--- src/rtl/reg8_pkg.sv ---
// Shared definitions for the 8x8 register-file access engine.
package reg8_pkg;

    localparam int REG_AW = 3;
    localparam int REG_DW = 8;
    localparam int SUM_W  = 11;

    typedef enum logic [1:0] {
        OP_FILL = 2'b00,
        OP_COPY = 2'b01,
        OP_SUM  = 2'b10,
        OP_RSV  = 2'b11
    } op_e;

    typedef enum logic [1:0] {
        ST_IDLE = 2'b00,
        ST_RD   = 2'b01,
        ST_WR   = 2'b10,
        ST_FIN  = 2'b11
    } state_e;

    // Counts above the register file depth clamp to a full sweep.
    function automatic logic [3:0] sat_len(input logic [3:0] l);
        return (l > 4'd8) ? 4'd8 : l;
    endfunction

endpackage

--- src/rtl/reg8_mover.sv ---
// Bulk FILL/COPY/SUM engine driving the write and read ports of the 8x8 register file.
// Every output is a register; COPY stages read data directly in rf_d.
module reg8_mover
    import reg8_pkg::*;
(
    input  logic                clk,
    input  logic                clr,
    input  logic                start,
    input  logic [1:0]          op,
    input  logic [REG_AW-1:0]   src,
    input  logic [REG_AW-1:0]   dst,
    input  logic [3:0]          len,
    input  logic [REG_DW-1:0]   imm,
    input  logic [REG_DW-1:0]   rf_q,
    output logic                rf_en,
    output logic [REG_AW-1:0]   rf_wsel,
    output logic [REG_AW-1:0]   rf_rsel,
    output logic [REG_DW-1:0]   rf_d,
    output logic                busy,
    output logic                done,
    output logic [SUM_W-1:0]    sum
);

    state_e              state_q;
    op_e                 op_q;
    logic [REG_AW-1:0]   src_q, dst_q, idx_q;
    logic [3:0]          len_q;
    logic                en_q, busy_q, done_q;
    logic [REG_AW-1:0]   wsel_q, rsel_q;
    logic [REG_DW-1:0]   d_q;
    logic [SUM_W-1:0]    sum_q;

    logic                last;
    logic [REG_AW-1:0]   src_nxt, dst_cur, dst_nxt;
    logic [3:0]          len_in;

    // 3-bit adders give the modulo-8 address wrap for free.
    assign last    = (({1'b0, idx_q} + 4'd1) == len_q);
    assign src_nxt = src_q + idx_q + 3'd1;
    assign dst_cur = dst_q + idx_q;
    assign dst_nxt = dst_q + idx_q + 3'd1;
    assign len_in  = sat_len(len);

    always_ff @(posedge clk or posedge clr) begin
        if (clr) begin
            state_q <= ST_IDLE;
            op_q    <= OP_FILL;
            src_q   <= '0;
            dst_q   <= '0;
            idx_q   <= '0;
            len_q   <= '0;
            en_q    <= 1'b0;
            busy_q  <= 1'b0;
            done_q  <= 1'b0;
            wsel_q  <= '0;
            rsel_q  <= '0;
            d_q     <= '0;
            sum_q   <= '0;
        end else begin
            en_q   <= 1'b0;
            done_q <= 1'b0;
            case (state_q)
                ST_IDLE: begin
                    if (start) begin
                        op_q   <= op_e'(op);
                        src_q  <= src;
                        dst_q  <= dst;
                        len_q  <= len_in;
                        idx_q  <= '0;
                        sum_q  <= '0;
                        busy_q <= 1'b1;
                        if (len_in == 4'd0 || op_e'(op) == OP_RSV) begin
                            state_q <= ST_FIN;
                            done_q  <= 1'b1;
                        end else if (op_e'(op) == OP_FILL) begin
                            state_q <= ST_WR;
                            en_q    <= 1'b1;
                            wsel_q  <= dst;
                            d_q     <= imm;
                        end else begin
                            state_q <= ST_RD;
                            rsel_q  <= src;
                        end
                    end
                end
                ST_RD: begin
                    if (op_q == OP_COPY) begin
                        d_q     <= rf_q;
                        en_q    <= 1'b1;
                        wsel_q  <= dst_cur;
                        state_q <= ST_WR;
                    end else begin
                        sum_q <= sum_q + {3'b000, rf_q};
                        if (last) begin
                            state_q <= ST_FIN;
                            done_q  <= 1'b1;
                        end else begin
                            idx_q  <= idx_q + 3'd1;
                            rsel_q <= src_nxt;
                        end
                    end
                end
                ST_WR: begin
                    if (last) begin
                        state_q <= ST_FIN;
                        done_q  <= 1'b1;
                    end else begin
                        idx_q <= idx_q + 3'd1;
                        if (op_q == OP_FILL) begin
                            en_q   <= 1'b1;
                            wsel_q <= dst_nxt;
                        end else begin
                            state_q <= ST_RD;
                            rsel_q  <= src_nxt;
                        end
                    end
                end
                ST_FIN: begin
                    busy_q  <= 1'b0;
                    state_q <= ST_IDLE;
                end
                default: state_q <= ST_IDLE;
            endcase
        end
    end

    assign rf_en   = en_q;
    assign rf_wsel = wsel_q;
    assign rf_rsel = rsel_q;
    assign rf_d    = d_q;
    assign busy    = busy_q;
    assign done    = done_q;
    assign sum     = sum_q;

endmodule

--- config.mk ---
export PLATFORM = sky130hd
export DESIGN_NAME = reg8_mover
export DESIGN_NICKNAME = d
export VERILOG_FILES = /design/src/rtl/reg8_pkg.sv /design/src/rtl/reg8_mover.sv
export SDC_FILE = /design/constraint.sdc
export NUM_CORES = 1
export LEC_CHECK = 0
export ABC_AREA = 1
export CAP_MARGIN = 5
export CORE_UTILIZATION = 50
export DETAILED_ROUTE_END_ITERATION = 10
export PLACE_DENSITY = 0.78
export REMOVE_ABC_BUFFERS = 1
export SYNTH_ARGS = -nofsm -noshare
export SYNTH_HDL_FRONTEND = slang
export SYNTH_SLANG_ARGS = --single-unit
export TNS_END_PERCENT = 5
--- constraint.sdc ---
create_clock -name clk -period 2.2 [get_ports clk]
set_input_delay 0.55 -clock clk [delete_from_list [all_inputs] [get_ports clk]]
set_output_delay 0.55 -clock clk [all_outputs]
set_load 0.01 [all_outputs]
==> key figures <==
Timing
  – Crit path time final: 1.97 ns
  – Final period util: 89.6%
  – Final setup vio count: 0
  – Fin. Hold Viols: 0
  – Slew @ Worst Pin: 0.590 ns
  – Final Max Slew Viols: 0
  – RSZ-0062 raised after global routing: no
  – Fmax: 507 MHz
  – Setup tns final: 0 ns
  – Clk_skew: 0.00470 ns
  – Max-Slew Margin vs Limit: 60.4%

Critical path
  – Crit path capture type: register
  – R2R setup slack: 0.30 ns
  – Worst Path Arrival: 2.15 ns
  – Critical Path Max Stage Delay: 0.50 ns
  – Worst path most repeated cell: nand2_1
  – Worst path cell trace: clkdlybuf4s50_1, inv_1, fa_2, inv_2, nand2_2, o21ai_2, buf_4, nand2_1, nand3_2, nand2_1, nand2_1, o21ai_0
  – CP Launch Type: primary input
  – Critical path class: primary input to register
  – Critical path required time: 2.38 ns
  – Critical Path Fanout Max: 2
  – R2R depth: 12
  – Reg-to-Reg Start: idx_q[0]
  – Worst reg2reg path endpoint: rf_wsel[2]
  – CP max stage cell: clkdlybuf4s50_1

Clock network
  – Num CTS Buffers: 5
  – CTS root buffer: clkbuf_8
  – Clk pin slew, worst setup/hold paths: 0.08 ns
  – Clk_lat worst skew: 0.29 ns
  – # H-tree levels: 2
  – Deepest clock path buffer count: 2
  – Clk sinks: 45
  – CTS tree: built

GRT
  – Largest net degree at the start of global routing: 21
  – Global-route wire length before repair: 11600 um
  – Total Routing Usage GR: 24.0%
  – Grt ovf: 0
  – Initial antenna violation count: 0
  – Vias in the first global route: 2570

Synth
  – Post-synth top area share: 38.6%
  – Yosys top cell by area: dfrtp_1
  – Synth top area cells: dfrtp_1 (39%), nand2_1 (16%), inv_1 (7.5%), ha_1 (6.9%), o21ai_0 (4.5%)
  – Avg Cell Area, Syn: 7.26 um^2
  – Mapped Area: 2920 um^2
  – Post-synthesis instance total: 402
  – Post-synth top flop: dfrtp_1
  – Register area share after synthesis: 38.6%
  – Synth cell types: 32
  – Synth async-reset ratio: 100%
  – Synthesis Warnings: 0
  – Yosys reg bits: 45
  – Number of flops mapped to enable cells by yosys: 0

Place
  – DP Cell Count: 541
  – Final GP Congestion: 0.891
  – Post-DP HPWL: 5400 um
  – Area post-placement: 3680 um^2
  – Port bufs: 58

Routing
  – Initial drt markers: 168
  – Final wirelength: 6810 um
  – Antenna violation net count after detailed routing: 0
  – First-pass DRT Iterations: 5
  – Vias/cell: 4.99
  – DR vias: 2743
  – DR WL/cell: 12.4 um
  – # DRC: 0

Finish
  – Nets: 527
  – Ant. Diodes: 0
  – Final cell count without fillers: 550
  – Synthesis-to-finish area growth: 31.0%
  – Design area: 3820 um^2
  – Layout cells sized above 1: 12.1%

Power and ir drop
  – Flop pwr share: 36.4%
  – Switching share of power: 33.4%
  – Pwr dens: 744 nW/um^2
  – Worst VDD drop: 0.631 mV
  – P_leak: 1.98 nW
  – Int Pwr: 0.00189 W
  – Combinational fraction of design power: 41.1%
  – Clock Power Share: 22.5%
  – Sw Pwr: 0.000950 W

Job
  – MaxCap Viol Count: 0

Die
  – Chip Width: 78.4 um
  – # IOs: 59
  – Starting Density: 52.3%
  – Core Region: 5570 um^2
  – # rows: 27
  – Die Height: 78.4 um
  – Total die area: 6140 um^2

Hold path
  – Hold Crit Depth: 2
  – Hold Crit Class: register to register
  – Hold Crit Start: rf_rsel[1]
  – Hold Path End: rf_rsel[1]

Run status
  – Outcome: finished clean
-- flip-flops by register name, indices dropped and copies added (netlist names) --
register,cells
rf_rsel,3
rf_d,8
src_q,3
sum,11
rf_wsel,3
rf_en,1
op_q,2
idx_q,3
len_q,4
dst_q,3
busy,1
state_q,2
done,1
-- metal layers --
layer	vias to the layer above	global-route usage (%)	wire length [um]
met2	66	38.1	3200
met3	6	3.84	291
li1	1421	-	-
met4	0	6.30	63
met1	1250	34.2	3250
met5	-	0	0
-- repair_timing --
action	4_1_cts	5_1_grt
hold buffers	0	0
pin swaps	0	2
gates resized for setup	3	6
gates cloned	0	0
buffers inserted	0	1
hold endpoints to repair	0	0
endpoints found under the setup margin	3	3
-- synthesized netlist by cell type, types with 2 or more instances --
master,number
inv_2,8
nor2_1,29
nor2_4,2
o21ai_2,3
nand4_1,3
o21ai_1,6
fa_1,3
dfrtp_1,45
nand3_1,21
ha_1,16
o22ai_1,5
o21ai_0,26
inv_1,58
clkbuf_1,4
nand2_1,127
nand2_2,9
a21oi_1,21
xor2_1,2
-- kinds of logic (layout without fill, tap and decap cells) --
logic type,count (synthesis),in the layout,synth area share (%)
DFF,45,45,38.6
and+or+nand+nor,196,196,28.9
xor gates and xnor gates,3,3,0.901
adders and majority gates,19,19,8.92
AOI/OAI and AO/OA,67,67,13.0
buffers and inverters,72,148,9.65
-- metrics by stage --
stage	total power (W)	hold WS (ns)	util, %	setup WS, ns
3_3_place_gp	0.00213	0.457	66.0	-0.326
6_report	0.00284	0.473	68.6	0.228
3_5_place_dp	0.00216	0.459	66.0	-0.395
2_1_floorplan	0.00166	0.453	-	0.219
4_1_cts	0.00282	0.480	68.2	0.0218
5_1_grt	0.00304	0.503	68.6	0.0672
-- power by group through the flow --
| stage | sequential (W) | clock [W] | combinational (W) |
|---|---|---|---|
| 4_1_cts | 0.00103 | 0.000657 | 0.00113 |
| 5_1_grt | 0.00105 | 0.000695 | 0.00129 |
| 3_5_place_dp | 0.00105 | 0 | 0.00111 |
| 3_3_place_gp | 0.00105 | 0 | 0.00108 |
| 2_1_floorplan | 0.00109 | 0 | 0.000574 |
| 6_report | 0.00103 | 0.000640 | 0.00117 |
-- worst max path at each step --
stage | start | endpoint | slack [ns] | cells after the start
3_5_place_dp | rf_q[0] | sum[6] | -0.39 | 13
5_1_grt | rf_q[4] | sum[9] | 0.07 | 9
3_3_place_gp | rf_q[0] | sum[6] | -0.33 | 13
2_1_floorplan | rf_q[0] | sum[10] | 0.22 | 11
4_1_cts | rf_q[0] | sum[6] | 0.02 | 13
6_report | rf_q[1] | sum[6] | 0.23 | 12
-- placed cells by master, fill, tap and decap left out, types with 3 or more instances in the layout --
cell             instances
o21ai_0                 25
nor2_1                  29
inv_2                   10
nand3_1                 20
nand4_1                  3
buf_4                   15
a21oi_1                 21
nand2_2                 10
inv_1                   55
nand2_1                126
o21ai_2                  4
ha_1                    15
clkdlybuf4s50_1         57
o21ai_1                  6
dfrtp_1                 45
clkbuf_8                 6
o22ai_1                  5
-- cell type report --
type | instances | area [um^2]
fill | 483 | 1750
tap | 72 | 90.1
clock inverter | 1 | 30.0
sequential | 45 | 1130
clock buffer | 7 | 86.3
multi-input combinational | 285 | 1530
inverter | 66 | 248
timing repair buffer | 74 | 716
-- worst max-delay path, delay by kind of cell --
kind	cells	cell delay, ns
AOI/OAI and AO/OA	2	0.21
and+or+nand+nor	5	0.29
adders and majority gates	1	0.34
buffers and inverters	4	0.78
(Power assumes the default switching activity.)
